$ cat src/rtl/ascon_blk_packer.sv
// ascon_blk_packer
// Upstream feeder for the ASCON core. Takes a 32-bit word stream of AD
// followed by PT, packs it into 64-bit blocks, applies ASCON padding
// (0x01 after the last data byte, zeros above) and hands blocks to the
// core through its request/valid handshake.
//
// Ports:
//   clk_i, rst_n_i          clock, synchronous active-low reset
//   start_i                 start pulse (accepted only when idle)
//   ad_len_i, pt_len_i      byte lengths, sampled on an accepted start
//   word_i/word_valid_i     input word stream, byte k at [8k+7:8k]
//   word_ready_o            word consumed when valid && ready
//   blk_req_i               core block request (core data_req_o)
//   blk_valid_o, blk_o      block handoff (core data_valid_i / data_i)
//   ad_blocks_o/pt_blocks_o block counts to the core
//   core_start_o            one-cycle start pulse to the core
//   busy_o                  high outside IDLE
//   done_o                  pulse after the last PT block is handed off
//   err_o                   pulse after a rejected start (count overflow)
//
// Build option:
//   ASCON_PACKER_BSWAP_EN   byte-reverse every accepted word (big-endian
//                           hosts); masking/padding apply after the swap.
module ascon_blk_packer #(
  parameter int AD_LEN_W  = 13,
  parameter int PT_LEN_W  = 13,
  parameter int BLK_AD_AW = 10,
  parameter int BLK_PT_AW = 10
) (
  input  logic                 clk_i,
  input  logic                 rst_n_i,
  input  logic                 start_i,
  input  logic [AD_LEN_W-1:0]  ad_len_i,
  input  logic [PT_LEN_W-1:0]  pt_len_i,
  input  logic [31:0]          word_i,
  input  logic                 word_valid_i,
  output logic                 word_ready_o,
  input  logic                 blk_req_i,
  output logic                 blk_valid_o,
  output logic [63:0]          blk_o,
  output logic [BLK_AD_AW-1:0] ad_blocks_o,
  output logic [BLK_PT_AW-1:0] pt_blocks_o,
  output logic                 core_start_o,
  output logic                 busy_o,
  output logic                 done_o,
  output logic                 err_o
);

  localparam int LW    = (AD_LEN_W > PT_LEN_W) ? AD_LEN_W : PT_LEN_W;
  localparam int CW    = (BLK_AD_AW > BLK_PT_AW) ? BLK_AD_AW : BLK_PT_AW;
  localparam int AD_CW = AD_LEN_W + 1;
  localparam int PT_CW = PT_LEN_W + 1;

  typedef enum logic [2:0] {
    S_IDLE, S_LAUNCH, S_AD_FILL, S_AD_HOLD, S_PT_FILL, S_PT_HOLD, S_FINISH
  } state_e;

  state_e               state_q, state_d;
  logic [PT_LEN_W-1:0]  pt_len_q;
  logic [BLK_AD_AW-1:0] ad_blocks_q;
  logic [BLK_PT_AW-1:0] pt_blocks_q;
  logic [LW-1:0]        rem_q;      // bytes left in the current section
  logic [CW-1:0]        cnt_q;      // blocks left in the current section
  logic                 widx_q;     // next word slot inside the block
  logic [63:0]          blk_q, blk_d;
  logic                 pend_q, pend_d;
  logic                 err_q;

  // ---------------------------------------------------------------------
  // Start qualification
  // ---------------------------------------------------------------------
  logic [AD_CW-1:0] ad_cnt;
  logic [PT_CW-1:0] pt_cnt;
  logic             ovf, start_ok, start_bad;

  always_comb begin
    ad_cnt    = AD_CW'(ad_len_i >> 3) + AD_CW'(1);
    pt_cnt    = PT_CW'(pt_len_i >> 3) + PT_CW'(1);
    // a count is too large iff any bit at or above the core's width is set
    ovf       = ((ad_cnt >> BLK_AD_AW) != '0) || ((pt_cnt >> BLK_PT_AW) != '0);
    start_ok  = start_i && (state_q == S_IDLE) && !ovf;
    start_bad = start_i && (state_q == S_IDLE) && ovf;
  end

  // ---------------------------------------------------------------------
  // Block fill bookkeeping
  // ---------------------------------------------------------------------
  logic        in_fill, in_hold;
  logic [3:0]  rb;        // bytes of data in this block, capped at 8
  logic [1:0]  nwords;
  logic        word_hs, last_word, fill_done, handoff, last_blk;

  always_comb begin
    in_fill   = (state_q == S_AD_FILL) || (state_q == S_PT_FILL);
    in_hold   = (state_q == S_AD_HOLD) || (state_q == S_PT_HOLD);
    rb        = (rem_q >= LW'(8)) ? 4'd8 : rem_q[3:0];
    nwords    = rb[3] ? 2'd2 : 2'((rb + 4'd3) >> 2);
    word_hs   = in_fill && (nwords != 2'd0) && word_valid_i;
    last_word = word_hs && ({1'b0, widx_q} == (nwords - 2'd1));
    fill_done = in_fill && ((nwords == 2'd0) || last_word);
    handoff   = in_hold && (blk_req_i || pend_q);
    last_blk  = (cnt_q == CW'(1));
  end

  // ---------------------------------------------------------------------
  // Datapath: byte swap, masking, padding
  // ---------------------------------------------------------------------
  logic [31:0] wsw, lane;
  logic [2:0]  bpos;

  always_comb begin
`ifdef ASCON_PACKER_BSWAP_EN
    wsw = {word_i[7:0], word_i[15:8], word_i[23:16], word_i[31:24]};
`else
    wsw = word_i;
`endif
    lane = '0;
    bpos = '0;
    for (int k = 0; k < 4; k++) begin
      bpos = {widx_q, 2'(k)};
      // drop bytes past the message end, whatever the host sent there
      if ({1'b0, bpos} < rb) lane[8*k +: 8] = wsw[8*k +: 8];
    end

    blk_d = blk_q;
    if (start_ok || handoff) begin
      blk_d = '0;
    end else if (in_fill) begin
      if (word_hs) begin
        if (widx_q) blk_d[63:32] = lane;
        else        blk_d[31:0]  = lane;
      end
      // short block: pad byte goes right after the last data byte
      if (fill_done && !rb[3]) blk_d[{rb[2:0], 3'b000} +: 8] = 8'h01;
    end
  end

  // One request is remembered while the block is not ready yet; further
  // requests before the handoff collapse into it.
  always_comb begin
    pend_d = pend_q;
    if (handoff)
      pend_d = 1'b0;
    else if (((state_q == S_LAUNCH) || in_fill) && blk_req_i)
      pend_d = 1'b1;
    else if ((state_q == S_IDLE) || (state_q == S_FINISH))
      pend_d = 1'b0;
  end

  always_ff @(posedge clk_i) begin
    if (!rst_n_i) begin
      pt_len_q    <= '0;
      ad_blocks_q <= '0;
      pt_blocks_q <= '0;
      rem_q       <= '0;
      cnt_q       <= '0;
      widx_q      <= 1'b0;
      blk_q       <= '0;
      pend_q      <= 1'b0;
      err_q       <= 1'b0;
    end else begin
      err_q  <= start_bad;
      pend_q <= pend_d;
      blk_q  <= blk_d;
      if (start_ok) begin
        pt_len_q    <= pt_len_i;
        ad_blocks_q <= BLK_AD_AW'(ad_cnt);
        pt_blocks_q <= BLK_PT_AW'(pt_cnt);
        rem_q       <= LW'(ad_len_i);
        cnt_q       <= CW'(ad_cnt);
        widx_q      <= 1'b0;
      end else begin
        if (word_hs) widx_q <= !last_word;
        if (handoff) begin
          if (last_blk && (state_q == S_AD_HOLD)) begin
            rem_q <= LW'(pt_len_q);
            cnt_q <= CW'(pt_blocks_q);
          end else begin
            if (rem_q >= LW'(8)) rem_q <= rem_q - LW'(8);
            cnt_q <= cnt_q - CW'(1);
          end
        end
      end
    end
  end

  // ---------------------------------------------------------------------
  // FSM
  // ---------------------------------------------------------------------
  always_ff @(posedge clk_i) begin
    if (!rst_n_i) state_q <= S_IDLE;
    else          state_q <= state_d;
  end

  always_comb begin
    state_d = state_q;
    case (state_q)
      S_IDLE:    if (start_ok) state_d = S_LAUNCH;
      S_LAUNCH:  state_d = S_AD_FILL;
      S_AD_FILL: if (fill_done) state_d = S_AD_HOLD;
      S_AD_HOLD: if (handoff) state_d = last_blk ? S_PT_FILL : S_AD_FILL;
      S_PT_FILL: if (fill_done) state_d = S_PT_HOLD;
      S_PT_HOLD: if (handoff) state_d = last_blk ? S_FINISH : S_PT_FILL;
      S_FINISH:  state_d = S_IDLE;
      default:   state_d = S_IDLE;
    endcase
  end

  always_comb begin
    word_ready_o = in_fill && (nwords != 2'd0);
    blk_valid_o  = handoff;
    core_start_o = (state_q == S_LAUNCH);
    done_o       = (state_q == S_FINISH);
    busy_o       = (state_q != S_IDLE);
    err_o        = err_q;
    blk_o        = blk_q;
    ad_blocks_o  = ad_blocks_q;
    pt_blocks_o  = pt_blocks_q;
  end

endmodule
$ cat config.mk
export PLATFORM = sky130hd
export DESIGN_NAME = ascon_blk_packer
export DESIGN_NICKNAME = d
export VERILOG_FILES = /design/src/rtl/ascon_blk_packer.sv
export SDC_FILE = /design/constraint.sdc
export NUM_CORES = 1
export LEC_CHECK = 0
export ABC_AREA = 1
export CELL_PAD_IN_SITES_DETAIL_PLACEMENT = 2
export CELL_PAD_IN_SITES_GLOBAL_PLACEMENT = 2
export CORE_MARGIN = 8
export CORE_UTILIZATION = 28
export DETAILED_ROUTE_END_ITERATION = 7
export PLACE_DENSITY_LB_ADDON = 0.1
export RECOVER_POWER = 25
export SLEW_MARGIN = 20
export SYNTH_ARGS = -nofsm -noshare
export SYNTH_HDL_FRONTEND = slang
export SYNTH_SLANG_ARGS = --single-unit
$ cat constraint.sdc
create_clock -name clk_i -period 5.1 [get_ports clk_i]
set_input_delay 1.02 -clock clk_i [delete_from_list [all_inputs] [get_ports clk_i]]
set_output_delay 1.02 -clock clk_i [all_outputs]
set_load 0.005 [all_outputs]
* Yosys cells after proc, flatten, opt, wreduce, memory -nomap -nowiden
Cells that the tools add are included.
** Cells by class
- $add $sub $neg :: 7
- Order comparisons :: 5
- Equality and inequality tests :: 13
- Shift operators :: 2
- Multiplexer cells :: 30
- Bitwise logic cells :: 1
- Reduce and logical (&&, ||, !) cells :: 36
** Operator list (number)
- 2-to-1 mux 64 bit :: 4
- bitwise mux 64 bit :: 1
- 2-to-1 mux 32 bit :: 2
- variable shift 8 x 8 -> 64 bit (first input constant) :: 1
- indexed part select 8 x 8 -> 64 bit (first input constant) :: 1
- 2-to-1 mux 13 bit :: 4
- 2-to-1 mux 8 bit :: 4
- 2-to-1 mux 10 bit :: 3
- nonzero test 14 bit :: 2
- adder 10 x 1 -> 11 bit (second input constant) :: 2
- 2-to-1 mux 3 bit :: 6
- one-hot mux 3 bit (6 select lines) :: 1
- < comparator 3 x 4 -> 1 bit :: 4
- greater-or-equal comparator 13 x 4 -> 1 bit (second input constant) :: 1
- subtractor 13 x 4 -> 13 bit (second input constant) :: 1
- logical AND 1 bit :: 11
- == test 10 x 1 -> 1 bit (second input constant) :: 1
- inequality test 2 bit (second input constant) :: 5
- subtractor 10 x 1 -> 10 bit (second input constant) :: 1
- == test 3 bit (second input constant) :: 3
- logical OR 1 bit :: 8
- negator 6 -> 8 bit :: 1
- == test 3 x 2 -> 1 bit (second input constant) :: 2
- nonzero test 2 bit :: 3
- other kinds (15) :: 22
** Word-level totals
- Register bits :: 126
- Input port bits :: 63
- Word-level logic and storage cells :: 104

* Logic depth before layout (Yosys ltp)
Gate-level depths: netlist (run 1).
- Depth in word-level cells :: 12
- Gate-level depth with buffers :: 22
- Mapped depth without buffers :: 20

* Worst setup path before layout (run 1)
Ideal clock, no wire load.
- Kind :: reg2reg
- Start point :: reg rem_q[3]
- End point :: reg blk_q[10] (netlist: blk_o[10])
- Data arrival time :: 3.503 ns
- Data required time :: 4.972 ns
- Slack :: 1.470 ns
- Cell stages (with the launch flop) :: 23
- Path buffers :: 3
- Period minus slack after synthesis :: 3.630 ns
- Cells stage by stage :: dfxtp_1 -> inv_1 -> ha_1 -> nand3_4 -> nor2_4 -> nand2_1 -> nor2_1 -> inv_1 -> ha_1 -> ha_1 -> clkbuf_1 -> nand3_2 -> ha_1 -> inv_1 -> nand3_1 -> nor2_1 -> nand3_2 -> nand2_4 -> nand3_2 -> buf_6 -> buf_6 -> o21bai_1 -> nor2_1
** On the way
- Word-level cells in the longest chain between the ends :: 12
** Ends and longest elaborated chain
- from (decl) :: RTL line 62 : logic [LW-1:0] rem_q;
- from (signal assigned) :: RTL line 169 : rem_q <= LW'(ad_len_i);
- from (signal assigned) :: RTL line 176 : rem_q <= LW'(pt_len_q);
- from (signal assigned) :: RTL line 179 : if (rem_q >= LW'(8)) rem_q <= rem_q - LW'(8);
- greater-or-equal comparator 13 x 4 -> 1 bit :: RTL line 96 : rb = (rem_q >= LW'(8)) ? 4'd8 : rem_q[3:0];
- 2-to-1 mux 4 bit (*) :: RTL line 96
- adder 4 x 2 -> 4 bit :: RTL line 97 : nwords = rb[3] ? 2'd2 : 2'((rb + 4'd3) >> 2);
- 2-to-1 mux 2 bit :: RTL line 97
- nonzero test 2 bit :: RTL line 98 : word_hs = in_fill && (nwords != 2'd0) && word_valid_i;
- logical AND 1 bit (2 in a row) :: RTL line 98
- 2-to-1 mux 64 bit or logical AND 1 bit (tied branches) :: RTL line 129, 99
- 2-to-1 mux 64 bit or logical OR 1 bit (tied branches) :: RTL line 128, 100
- 2-to-1 mux 64 bit or logical AND 1 bit (tied branches) :: RTL line 126, 100
- bitwise mux 64 bit or logical AND 1 bit (tied branches) :: RTL line 134 : if (fill_done && !rb[3]) blk_d[{rb[2:0], 3'b000} +: 8] = 8'h01;
- 2-to-1 mux 64 bit (*) :: RTL line 134
- to (signal assigned) :: RTL line 164 : blk_q <= blk_d;
- to (decl) :: RTL line 65 : logic [63:0] blk_q, blk_d;
Mark *: on every way between the ends. The rest lies on a longest branch, timed or not. The select of a mux whose other input is x is not followed.
A chain may end at the register's enable or synchronous reset.

* Final worst setup path (run 1)
- Start point :: reg rem_q[3]
- End point :: out word_ready_o
** On the way
- Word-level cells in the longest chain between the ends :: 6
** Ends and longest elaborated chain
- greater-or-equal comparator 13 x 4 -> 1 bit :: RTL line 96
- 2-to-1 mux 4 bit (*) :: RTL line 96
- adder 4 x 2 -> 4 bit :: RTL line 97
- 2-to-1 mux 2 bit (*) :: RTL line 97
- nonzero test 2 bit (*) :: RTL line 210 : word_ready_o = in_fill && (nwords != 2'd0);
- logical AND 1 bit (*) :: RTL line 210
- to (decl) :: RTL line 37 : output logic word_ready_o,
Mark *: on every way between the ends. The rest lies on a longest branch, timed or not.

==> results of run 1 <==
-- synth_stat cells --
cell	instances	share of area [%]
or2_2	37	3.3
nor2_1	141	7.4
buf_6	5	0.79
nand2_2	4	0.35
dfxtp_1	126	35
nor3_1	7	0.49
nand3_4	2	0.49
nor2_2	3	0.26
nand3_2	3	0.42
a21oi_1	52	3.7
nand4_1	15	1.3
a31oi_1	6	0.53
o211ai_1	7	0.74
buf_2	17	1.2
xnor2_1	5	0.62
nand3_1	68	4.8
inv_2	2	0.11
inv_1	82	4.3
nand3b_1	11	1.2
and3_1	1	0.088
ha_1	11	1.9
buf_1	2	0.11
a211oi_1	2	0.21
nand2_4	1	0.16
xor2_1	18	2.2
o21ai_0	67	4.7
nor3_4	1	0.23
a22oi_1	3	0.32
or2_1	9	0.79
nand2_1	264	14
nor3_2	1	0.14
o21bai_1	56	5.9
clkbuf_1	26	1.4
nor2_4	3	0.47
-- worst min-delay path: cells and delay by family, from the launching register on --
kind	cells	cell delay [ns]
flops	1	0.30
buf+inv	1	0.06
compound gates	1	0.05
-- cell families (layout without fill, tap and decap cells) --
logic type               count (synthesis)  after routing  share of synthesized area (%)
adder cells (fa/ha/maj)                 11             11                           1.93
buffers and inverters                  134            279                           7.90
AND/OR/NAND/NOR                        571            571                           35.8
AO/OA/AOI/OAI                          193            193                           16.1
XOR/XNOR                                23             23                           2.83
flip-flops                             126            126                           35.5
-- repair_timing --
| item | in CTS | in global routing |
|---|---|---|
| endpoints found under the hold margin | 0 | 0 |
| endpoints found under the setup margin | 0 | 1 |
| gates resized for setup | 0 | 2 |
-- layout make-up --
| type | instances | area [µm²] |
|---|---|---|
| clock buffer | 19 | 443 |
| clock inverter | 13 | 130 |
| fill | 2978 | 15600 |
| inverter | 84 | 315 |
| multi-input combinational | 798 | 4040 |
| sequential | 126 | 2520 |
| tap | 330 | 413 |
| timing repair buffer | 163 | 1620 |
-- sequential cells by signal, indices dropped and copies added (netlist names) --
register / count
pt_blocks_o: 10
blk_o: 64
pend_q: 1
rem_q: 13
ad_blocks_o: 10
widx_q: 1
state_q: 3
cnt_q: 10
err_o: 1
pt_len_q: 13
-- per-stage QoR --
stage / setup WS [ns] / instance area [µm²] / utilization, %
2_1_floorplan: 1.47 / 7110 / -
3_3_place_gp: 0.808 / 8910 / 35.6
3_5_place_dp: 0.656 / 8910 / 35.6
4_1_cts: 0.171 / 9480 / 37.9
5_1_grt: 0.0957 / 9480 / 37.9
6_report: 0.418 / 9480 / 37.9
-- metal layers --
metal / vias to the layer above / global-route usage, % / routed length, µm
met4: 0 / 4.20 / 295
met2: 121 / 30.5 / 13300
met1: 3615 / 22.7 / 12900
met5: - / 0 / 0
met3: 18 / 3.50 / 1020
li1: 3693 / - / -
-- worst max-delay path by stage --
stage / from / end / slack [ns] / cells after the start
3_3_place_gp: rem_q[3]$_SDFFE_PN0P_ / word_ready_o / 0.81 / 13
4_1_cts: rem_q[3]$_SDFFE_PN0P_ / word_ready_o / 0.17 / 13
6_report: rem_q[3]$_SDFFE_PN0P_ / word_ready_o / 0.42 / 13
2_1_floorplan: rem_q[3]$_SDFFE_PN0P_ / blk_o[10]$_SDFFE_PP0N_ / 1.47 / 22
5_1_grt: rem_q[3]$_SDFFE_PN0P_ / word_ready_o / 0.1 / 13
3_5_place_dp: rem_q[3]$_SDFFE_PN0P_ / word_ready_o / 0.66 / 13
-- power by group --
| group | switching [mW] | internal (mW) | total (mW) | leakage, nW |
|---|---|---|---|---|
| Clock | 0.514 | 0.694 | 1.21 | 0.268 |
| Sequential | 0.168 | 1.17 | 1.34 | 1.03 |
| Combinational | 1.37 | 0.830 | 2.20 | 2.74 |
| Total | 2.06 | 2.70 | 4.75 | 4.04 |
==> impl_metrics.ini, run 1 <==
[layout]
fin_cells = 1533
layout-drive-gt1-share_pct = 8.48
final_common_cell = nand2_1
layout_common_cells = nand2_1, nor2_1, dfxtp_1
diodes = 0
final_nets = 1264
area_delta_synth_final_pct = 33.3

[clocking]
post_cts_buffers = 0
cts.sinks = 126
max-clock-path-buffers = 2
htreeDepth = 4
root_buffer = clkbuf_16
clk_latency_ns = 0.43
cts_tree = done
numCtsBuffers = 17
clkTransAtPathRegs_ns = 0.06
postCtsHoldBufs = 0

[critical_path]
r2r_start = rem_q[3]$_SDFFE_PN0P_
cpMostUsedCell = ha_1
r2r-end = blk_o[1]$_SDFFE_PP0N_
regToRegSetupSlack_ns = 0.87
critPathLaunchType = register
path_cells = inv_2, ha_2, nand3_4, nor2_4, nand2_1, nor2_1, inv_1, ha_1, ha_1, nand3_2, ha_1, nor2_1, clkdlybuf4s50_1
crit_buf_inv = 3
slowest_stage = clkdlybuf4s50_1
reg2regPathDepth = 20
end_kind = output port
crit_family = adder cells
path_class = register to output port
required_ns = 4.08
critPathArrivalTime_ns = 3.66
cpPeakStageDelay_ns = 0.54
path_max_fanout = 8

[outcome]
status = completed

[yosys]
yosysWarningCount = 0
syn_area_um2 = 7110
syn_area_per_cell_um2 = 6.72
ys_types = 34
synth_nets = 1132
synth-seq-cells = 126
synth_cells = 1058
ys_seq_area_share_pct = 35.5

[detailed_routing]
wl_um = 27400
route.detailed.drc = 0
first_pass_iters = 4
via_count = 7447
drtIter0Drc = 230
wl_per_cell_um = 17.9
postRouteAntennaNets = 0
via_per_inst = 4.86

[floorplanning]
io_pins = 153
initial_core_util_pct = 28.4
die_w_um = 175
rows = 58
core-area_um2 = 25000
die_h_um = 175
design.die.area_um2 = 30800

[sta]
final-setup-viol-count = 0
worst_pin_slew_ns = 1.03
fmax_mhz = 214
setup-tns-final_ns = 0
slew_viol_final = 0
grt_setup_unrepaired = no
skew_ns = 0.0135
period_needed_ns = 4.68
final-hold-violation-count = 0
relSlewSlack_pct = 31.4
post-route-period-util_pct = 91.8
hold_slack_ns = 0.453

[min_path]
min_path_cells = 2
hp-start = pt_len_q[6]$_SDFFE_PN0P_
hp-class = register to register
holdPathEnd = pt_len_q[6]$_SDFFE_PN0P_

[global_route]
grt_overflow = 0
antenna_found_initial = 0
grt_pass1_wl_um = 44000
grt_pass1_vias = 7999
grt_max_degree = 65
grt_use_total_pct = 17.8

[job]
maxCapViolCount = 0

[place]
gp_congestion = 0.805
dp.final_hpwl_um = 20300
dp.cells = 1501
io_buffers = 152

[power_and_ir_drop]
power_density_nw_per_um2 = 501
vdd_drop_max_uv = 178
total_power_mw = 4.75
p_leak_nw = 4.04
(Power assumes the default switching activity.)
==> run 2: changes to the inputs <==
--- a/config.mk
+++ b/config.mk
@@ -11,6 +11,7 @@
 export CORE_MARGIN = 8
 export CORE_UTILIZATION = 28
 export DETAILED_ROUTE_END_ITERATION = 7
+export HOLD_SLACK_MARGIN = 0.02
 export PLACE_DENSITY_LB_ADDON = 0.1
 export RECOVER_POWER = 25
 export SLEW_MARGIN = 20
==> results of run 2 <==
No change in the layout: final DEF, timing and power equal those of run 1.
